File: config.mk
export PLATFORM = sky130hd
export DESIGN_NAME = vga_timing_generator_flat
export DESIGN_NICKNAME = d
export VERILOG_FILES = /design/src/rtl/vga_timing_if.sv /design/src/rtl/vga_timing_generator.sv /design/src/flat_wrapper.sv
export SDC_FILE = /design/constraint.sdc
export NUM_CORES = 1
export LEC_CHECK = 0
export ABC_AREA = 1
export CORE_MARGIN = 8
export CORE_UTILIZATION = 50
export DETAILED_ROUTE_END_ITERATION = 10
export HOLD_SLACK_MARGIN = 0.06
export PLACE_DENSITY = 0.85
export SLEW_MARGIN = 40
export SYNTH_ARGS = -nofsm -noshare
export SYNTH_HDL_FRONTEND = slang
export SYNTH_SLANG_ARGS = --single-unit
File: constraint.sdc
create_clock -name clk25 -period 1.86 [get_ports clk25]
set_input_delay 0.186 -clock clk25 [delete_from_list [all_inputs] [get_ports clk25]]
set_output_delay 0.186 -clock clk25 [all_outputs]
set_load 0.05 [all_outputs]
File: src/rtl/vga_timing_if.sv
// Raster timing bundle from the VGA timing generator to its consumers.
interface vga_timing_if;
  logic       screenEnd;
  logic       active;
  logic       hSync;
  logic       vSync;
  logic [9:0] x;
  logic [8:0] y;

  modport master (output screenEnd, active, hSync, vSync, x, y);
  modport slave  (input  screenEnd, active, hSync, vSync, x, y);
endinterface

File: src/rtl/vga_timing_generator.sv
// 640x480@60 raster timing: two free-running counters with combinational decodes.
// Define VGA_SYNC_DELAY_EN to delay hSync/vSync/active by two clocks to line up with image+palette RAM reads.
module vga_timing_generator #(
  parameter int WIDTH   = 640,
  parameter int HEIGHT  = 480,
  parameter int H_FRONT = 16,
  parameter int H_SYNC  = 96,
  parameter int H_BACK  = 48,
  parameter int V_FRONT = 10,
  parameter int V_SYNC  = 2,
  parameter int V_BACK  = 33
) (
  input  logic         clk25,
  input  logic         reset,
  vga_timing_if.master vga
);
  localparam int H_TOTAL = WIDTH + H_FRONT + H_SYNC + H_BACK;
  localparam int V_TOTAL = HEIGHT + V_FRONT + V_SYNC + V_BACK;

  localparam logic [9:0] H_MAX    = 10'(H_TOTAL - 1);
  localparam logic [9:0] V_MAX    = 10'(V_TOTAL - 1);
  localparam logic [9:0] H_VIS    = 10'(WIDTH);
  localparam logic [9:0] V_VIS    = 10'(HEIGHT);
  localparam logic [9:0] HS_START = 10'(WIDTH + H_FRONT);
  localparam logic [9:0] HS_END   = 10'(WIDTH + H_FRONT + H_SYNC);
  localparam logic [9:0] VS_START = 10'(HEIGHT + V_FRONT);
  localparam logic [9:0] VS_END   = 10'(HEIGHT + V_FRONT + V_SYNC);
  localparam logic [8:0] Y_LAST   = 9'(HEIGHT - 1);

  typedef struct packed {
    logic hsync;
    logic vsync;
    logic active;
  } sync_t;

  logic [9:0] h_count, v_count;
  sync_t      sync_now;

  always_ff @(posedge clk25) begin
    if (!reset) begin
      h_count <= '0;
      v_count <= '0;
    end else if (h_count == H_MAX) begin
      h_count <= '0;
      v_count <= (v_count == V_MAX) ? 10'd0 : v_count + 10'd1;
    end else begin
      h_count <= h_count + 10'd1;
    end
  end

  always_comb begin
    sync_now.active = (h_count < H_VIS) && (v_count < V_VIS);
    sync_now.hsync  = !((h_count >= HS_START) && (h_count < HS_END));
    sync_now.vsync  = !((v_count >= VS_START) && (v_count < VS_END));
  end

  assign vga.screenEnd = (h_count == H_MAX) && (v_count == V_MAX);
  assign vga.x         = h_count;
  // y saturates on the last visible row so RAM addresses stay in range during vertical blanking
  assign vga.y         = (v_count < V_VIS) ? v_count[8:0] : Y_LAST;

`ifdef VGA_SYNC_DELAY_EN
  localparam int STAGES = 2;
  localparam sync_t SYNC_RST = '{hsync: 1'b1, vsync: 1'b1, active: 1'b0};

  sync_t sync_pipe [STAGES:1];

  always_ff @(posedge clk25) begin
    if (!reset) begin
      for (int i = 1; i <= STAGES; i++) sync_pipe[i] <= SYNC_RST;
    end else begin
      sync_pipe[1] <= sync_now;
      for (int i = 2; i <= STAGES; i++) sync_pipe[i] <= sync_pipe[i-1];
    end
  end

  assign vga.hSync  = sync_pipe[STAGES].hsync;
  assign vga.vSync  = sync_pipe[STAGES].vsync;
  assign vga.active = sync_pipe[STAGES].active;
`else
  assign vga.hSync  = sync_now.hsync;
  assign vga.vSync  = sync_now.vsync;
  assign vga.active = sync_now.active;
`endif
endmodule

File: src/flat_wrapper.sv
// flat-port wrapper written by rule: the top's interface ports become plain ports
module vga_timing_generator_flat 
#(
  parameter int WIDTH   = 640,
  parameter int HEIGHT  = 480,
  parameter int H_FRONT = 16,
  parameter int H_SYNC  = 96,
  parameter int H_BACK  = 48,
  parameter int V_FRONT = 10,
  parameter int V_SYNC  = 2,
  parameter int V_BACK  = 33
)
  (clk25, reset, vga_screenEnd, vga_active, vga_hSync, vga_vSync, vga_x, vga_y);
  vga_timing_if vga_i ();
  input  logic clk25;
  input  logic reset;
  output wire logic [$bits(vga_i.screenEnd)-1:0] vga_screenEnd;
  output wire logic [$bits(vga_i.active)-1:0] vga_active;
  output wire logic [$bits(vga_i.hSync)-1:0] vga_hSync;
  output wire logic [$bits(vga_i.vSync)-1:0] vga_vSync;
  output wire logic [$bits(vga_i.x)-1:0] vga_x;
  output wire logic [$bits(vga_i.y)-1:0] vga_y;
  assign vga_screenEnd = vga_i.screenEnd;
  assign vga_active = vga_i.active;
  assign vga_hSync = vga_i.hSync;
  assign vga_vSync = vga_i.vSync;
  assign vga_x = vga_i.x;
  assign vga_y = vga_i.y;
  vga_timing_generator #(.WIDTH(WIDTH), .HEIGHT(HEIGHT), .H_FRONT(H_FRONT), .H_SYNC(H_SYNC), .H_BACK(H_BACK), .V_FRONT(V_FRONT), .V_SYNC(V_SYNC), .V_BACK(V_BACK)) u_core (.clk25(clk25), .reset(reset), .vga(vga_i));
endmodule
After elaboration in Yosys (flattened, before gate mapping)
Index checks and enable logic that the tools add are counted.
{ "totals": {"ff_bits": 20, "input_bits": 2, "out_inout_bits": 23, "wordCells": 22} }
{ "op_classes": {"add_sub_neg": 2, "n_lt_le_gt_ge": 6, "eq_ne": 2, "mux": 2, "n_bitwise": 1, "n_reduce_logical": 7} }
{ "op_table": {"columns": ["cell", "n"], "rows": [
  ["$add A10 B1 Y10 const B", 2],
  ["$eq A10 B10 Y1 const B", 2],
  ["$lt A10 B10 Y1 const B", 2],
  ["$lt A10 B9 Y1 const B", 2],
  ["$ge A10 B10 Y1 const B", 1],
  ["$ge A10 B9 Y1 const B", 1],
  ["$mux W10", 1],
  ["$mux W9", 1],
  ["$logic_and A1 B1 Y1", 4],
  ["$logic_not A1 Y1", 2],
  ["$reduce_or A2 Y1", 1],
  ["$not A1 Y1", 1]
]} }

Depth between registers and ports, before layout
{ "logic_depth": {"word_depth": 3, "depth_mapped": 9, "mapped_depth_nobuf": 9} }

Worst setup path after synthesis
Ideal clock, no wire load.
{ "synth_path": {"path_kind": "register -> output", "startpoint": "register u_core.h_count[8] (netlist: u_core.vga.x[8])", "endpoint": "output vga_active", "arrival_ns": 1.934, "required_ns": 1.674, "slack_ns": -0.260, "stages_incl_launch_ff": 3, "path_buffers": 0, "cell_sequence": "dfxtp_1 nor3_1 nor3_1"} }
{ "synth_via": {"elab_chain_cells": 2} }
{ "synth_lines": {"columns": ["element", "line", "text"], "rows": [
  ["start, declared", "vga_timing_generator.sv:36", "logic [9:0] h_count, v_count;"],
  ["start signal, assigned", "vga_timing_generator.sv:47", "h_count <= h_count + 10'd1;"],
  ["$lt A10 B10 Y1", "vga_timing_generator.sv:52", "sync_now.active = (h_count < H_VIS) && (v_count < V_VIS);"],
  ["$logic_and A1 B1 Y1", "vga_timing_generator.sv:52", null],
  ["end, declared", "flat_wrapper.sv:18", "output wire logic [$bits(vga_i.active)-1:0] vga_active;"]
]} }
Every way passes these cells.

Worst setup path in the final report
{ "layout_path": {"startpoint": "register u_core.h_count[4] (netlist: u_core.vga.x[4])", "endpoint": "output vga_x[4]"} }
{ "layout_rtl": {"columns": ["element", "line", "text"], "rows": [
  ["end, declared", "flat_wrapper.sv:21", "output wire logic [$bits(vga_i.x)-1:0] vga_x;"]
]} }
No word-level cell between the ends.

==> flow_summary.json <==
{
  "status": "finished, final reports clean",
  "cts_setup_buffers": 0,
  "setup_ws_ps": 60.3,
  "p_switching_uw": 186,
  "antenna_found_initial": 0,
  "cts_resized": 0,
  "antenna-diode-count": 0,
  "synth_seq_area_share_pct": 33.6,
  "worstSkewPairLatency_ps": 310,
  "drcViolationCount": 0,
  "power_frac_seq_pct": 58.0,
  "clkPwrFrac_pct": 34.5,
  "rsz0062_at_grt": "no",
  "syn_nets": 192,
  "cts_made_buffers": 3,
  "gp_congestion": 0.857,
  "maxCapViolCount": 0,
  "hold_violations": 0,
  "finalCritPeriodShare_pct": 96.8,
  "total_power_uw": 758,
  "end_kind": "output port",
  "ios": 25,
  "grt-ovfl-total": 0,
  "io_buffers": 24,
  "cts_tree": "done",
  "worst-path-buf-inv": 1,
  "internal_power_uw": 573,
  "die-area_mm2": 0.00420,
  "synth_most_common_cell": "nand2_1",
  "grt_pass1_wl_mm": 5.22,
  "fin_nets": 222,
  "critical_path.max_stage_delay_ps": 860,
  "max_slew_margin_pct": 65.9,
  "slowest_stage": "clkdlybuf4s50_1",
  "syn_to_final_growth_pct": 38.4,
  "ys_ff_latch": 20,
  "synth.avg_cell_area_um2": 6.40,
  "holdPathStages": 1,
  "htree_levels": 1,
  "worst_pin_slew_ps": 510,
  "hpwl_mm": 2.46,
  "synthCells": 186,
  "ant_nets": 0,
  "clock_sinks": 20,
  "yosysTopAreaCell": "dfxtp_1",
  "die_h_um": 64.8,
  "synth_common_cells": "nand2_1, inv_1, nor2_1, dfxtp_1, nand3_1",
  "drv_slew": 0,
  "rows": 17,
  "drtPass1Iterations": 4,
  "cp_max_fo": 5,
  "clockRootBuffer": "clkbuf_4",
  "arrival_ps": 1610,
  "crit_chain": "clkdlybuf4s50_1",
  "die_width_um": 64.8,
  "synth_area_leaders": "dfxtp_1, nand2_1, inv_1, nor2_1, nand3_1",
  "wl_per_cell_um": 13.0,
  "drive_gt1_share_pct": 18.6,
  "path_class": "register to output port",
  "wl_mm": 3.17,
  "synthDominantCellAreaShare_pct": 33.6,
  "required_ps": 1670,
  "cts_buffer_depth": 2,
  "finalSetupViolations": 0,
  "vias": 1276,
  "ir_drop_mv": 0.607,
  "leakage_uw": 0.000707,
  "fin_skew_ps": 9.82,
  "grt_use_total_pct": 15.3,
  "clkTransAtPathRegs_ps": 120,
  "synth.distinct_cells": 24,
  "hold_path.class": "register to register",
  "pre_cts_ws_ps": 368,
  "finalSetupTns_ps": 0,
  "initial_core_util_pct": 53.3,
  "p_comb_share_pct": 7.5,
  "postSynth.asyncResetShare_pct": 0,
  "synth_edf_count": 0,
  "crit_cells": 1,
  "power_density_mw_per_mm2": 461,
  "ys_warn_count": 0,
  "fin_util_pct": 73.7,
  "swShare_pct": 24.5,
  "reg2regPathDepth": 6,
  "crit_path_start_kind": "register",
  "ff2ff_setup_slack_ps": 360,
  "cp_top_family": "buffers and inverters",
  "drt_iter0_markers": 62,
  "synthFlopType": "dfxtp_1",
  "vias_per_cell": 5.25,
  "grt_pass1_vias": 1198,
  "grt_max_degree": 14,
  "clock.fmax_mhz": 556,
  "period_minus_slack_ps": 1800,
  "holdBufCountCts": 0,
  "core_mm2": 0.00223,
  "syn-cell-area_mm2": 0.00119
}
==> kinds of logic after synthesis <==
group / after synthesis / share of synthesized area, %
AOI/OAI and AO/OA: 17 / 8.10
and+or+nand+nor: 108 / 41.0
adders and majority gates: 4 / 4.21
DFF: 20 / 33.6
buffers and inverters: 36 / 12.3
xor gates and xnor gates: 1 / 0.736
==> metrics by stage <==
stage                     std cells  hold slack, ps  area (µm²)
after global placement          239             429        1590
final                           243             455        1650
after detailed placement        239             446        1590
after floorplan                 186             497        1200
after global routing            243             458        1650
after CTS                       243             461        1630
==> flip-flops by register name, summed over array words and instances, names as in the netlist <==
register	flops
u_core.vga.x	10
u_core.v_count	10
==> layout by cell type, fill, tap and decap left out, types with 2 or more instances in the layout <==
cell	count
nor3_1	3
nor2_2	2
nand2_1	43
nand3_1	17
dfxtp_2	4
dfxtp_1	15
clkdlybuf4s50_1	10
o21ai_0	5
nand4_1	3
inv_1	33
nand2_2	2
nand3_2	2
nor2_1	29
buf_12	12
a21oi_1	8
buf_4	4
ha_1	3
nor2_4	2
nor3_2	2
clkbuf_4	3
==> power by group through the flow <==
stage	Clock, µW	Combinational (µW)	Sequential, µW
final	261	57.1	440
after global routing	291	61.4	441
after CTS	267	57.3	441
after detailed placement	0	57.0	450
after global placement	0	55.5	450
after floorplan	0	18.9	468
==> final timing paths <==
check	start	end
max	u_core.vga.x[4]	vga_x[4]
min	u_core.vga.x[0]	u_core.vga.x[0]
max reg2reg	u_core.vga.x[0]	u_core.v_count[1]
min reg2reg	u_core.vga.x[0]	u_core.vga.x[0]
==> layer usage <==
| layer | up-vias | global-route usage, % | routed length [µm] |
|---|---|---|---|
| li1 | 635 | - | - |
| met1 | 597 | 18.8 | 1410 |
| met2 | 35 | 25.0 | 1540 |
| met3 | 9 | 2.58 | 137 |
| met4 | 0 | 8.17 | 87 |
| met5 | - | 0 | 0 |
==> cell type report <==
| class | count | area [µm²] |
|---|---|---|
| sequential | 20 | 409 |
| multi-input combinational | 130 | 656 |
| clock buffer | 4 | 36.3 |
| fill | 175 | 587 |
| inverter | 34 | 128 |
| timing repair buffer | 27 | 383 |
| tap | 28 | 35.0 |
Note: power is estimated with default switching activity, not from simulation.
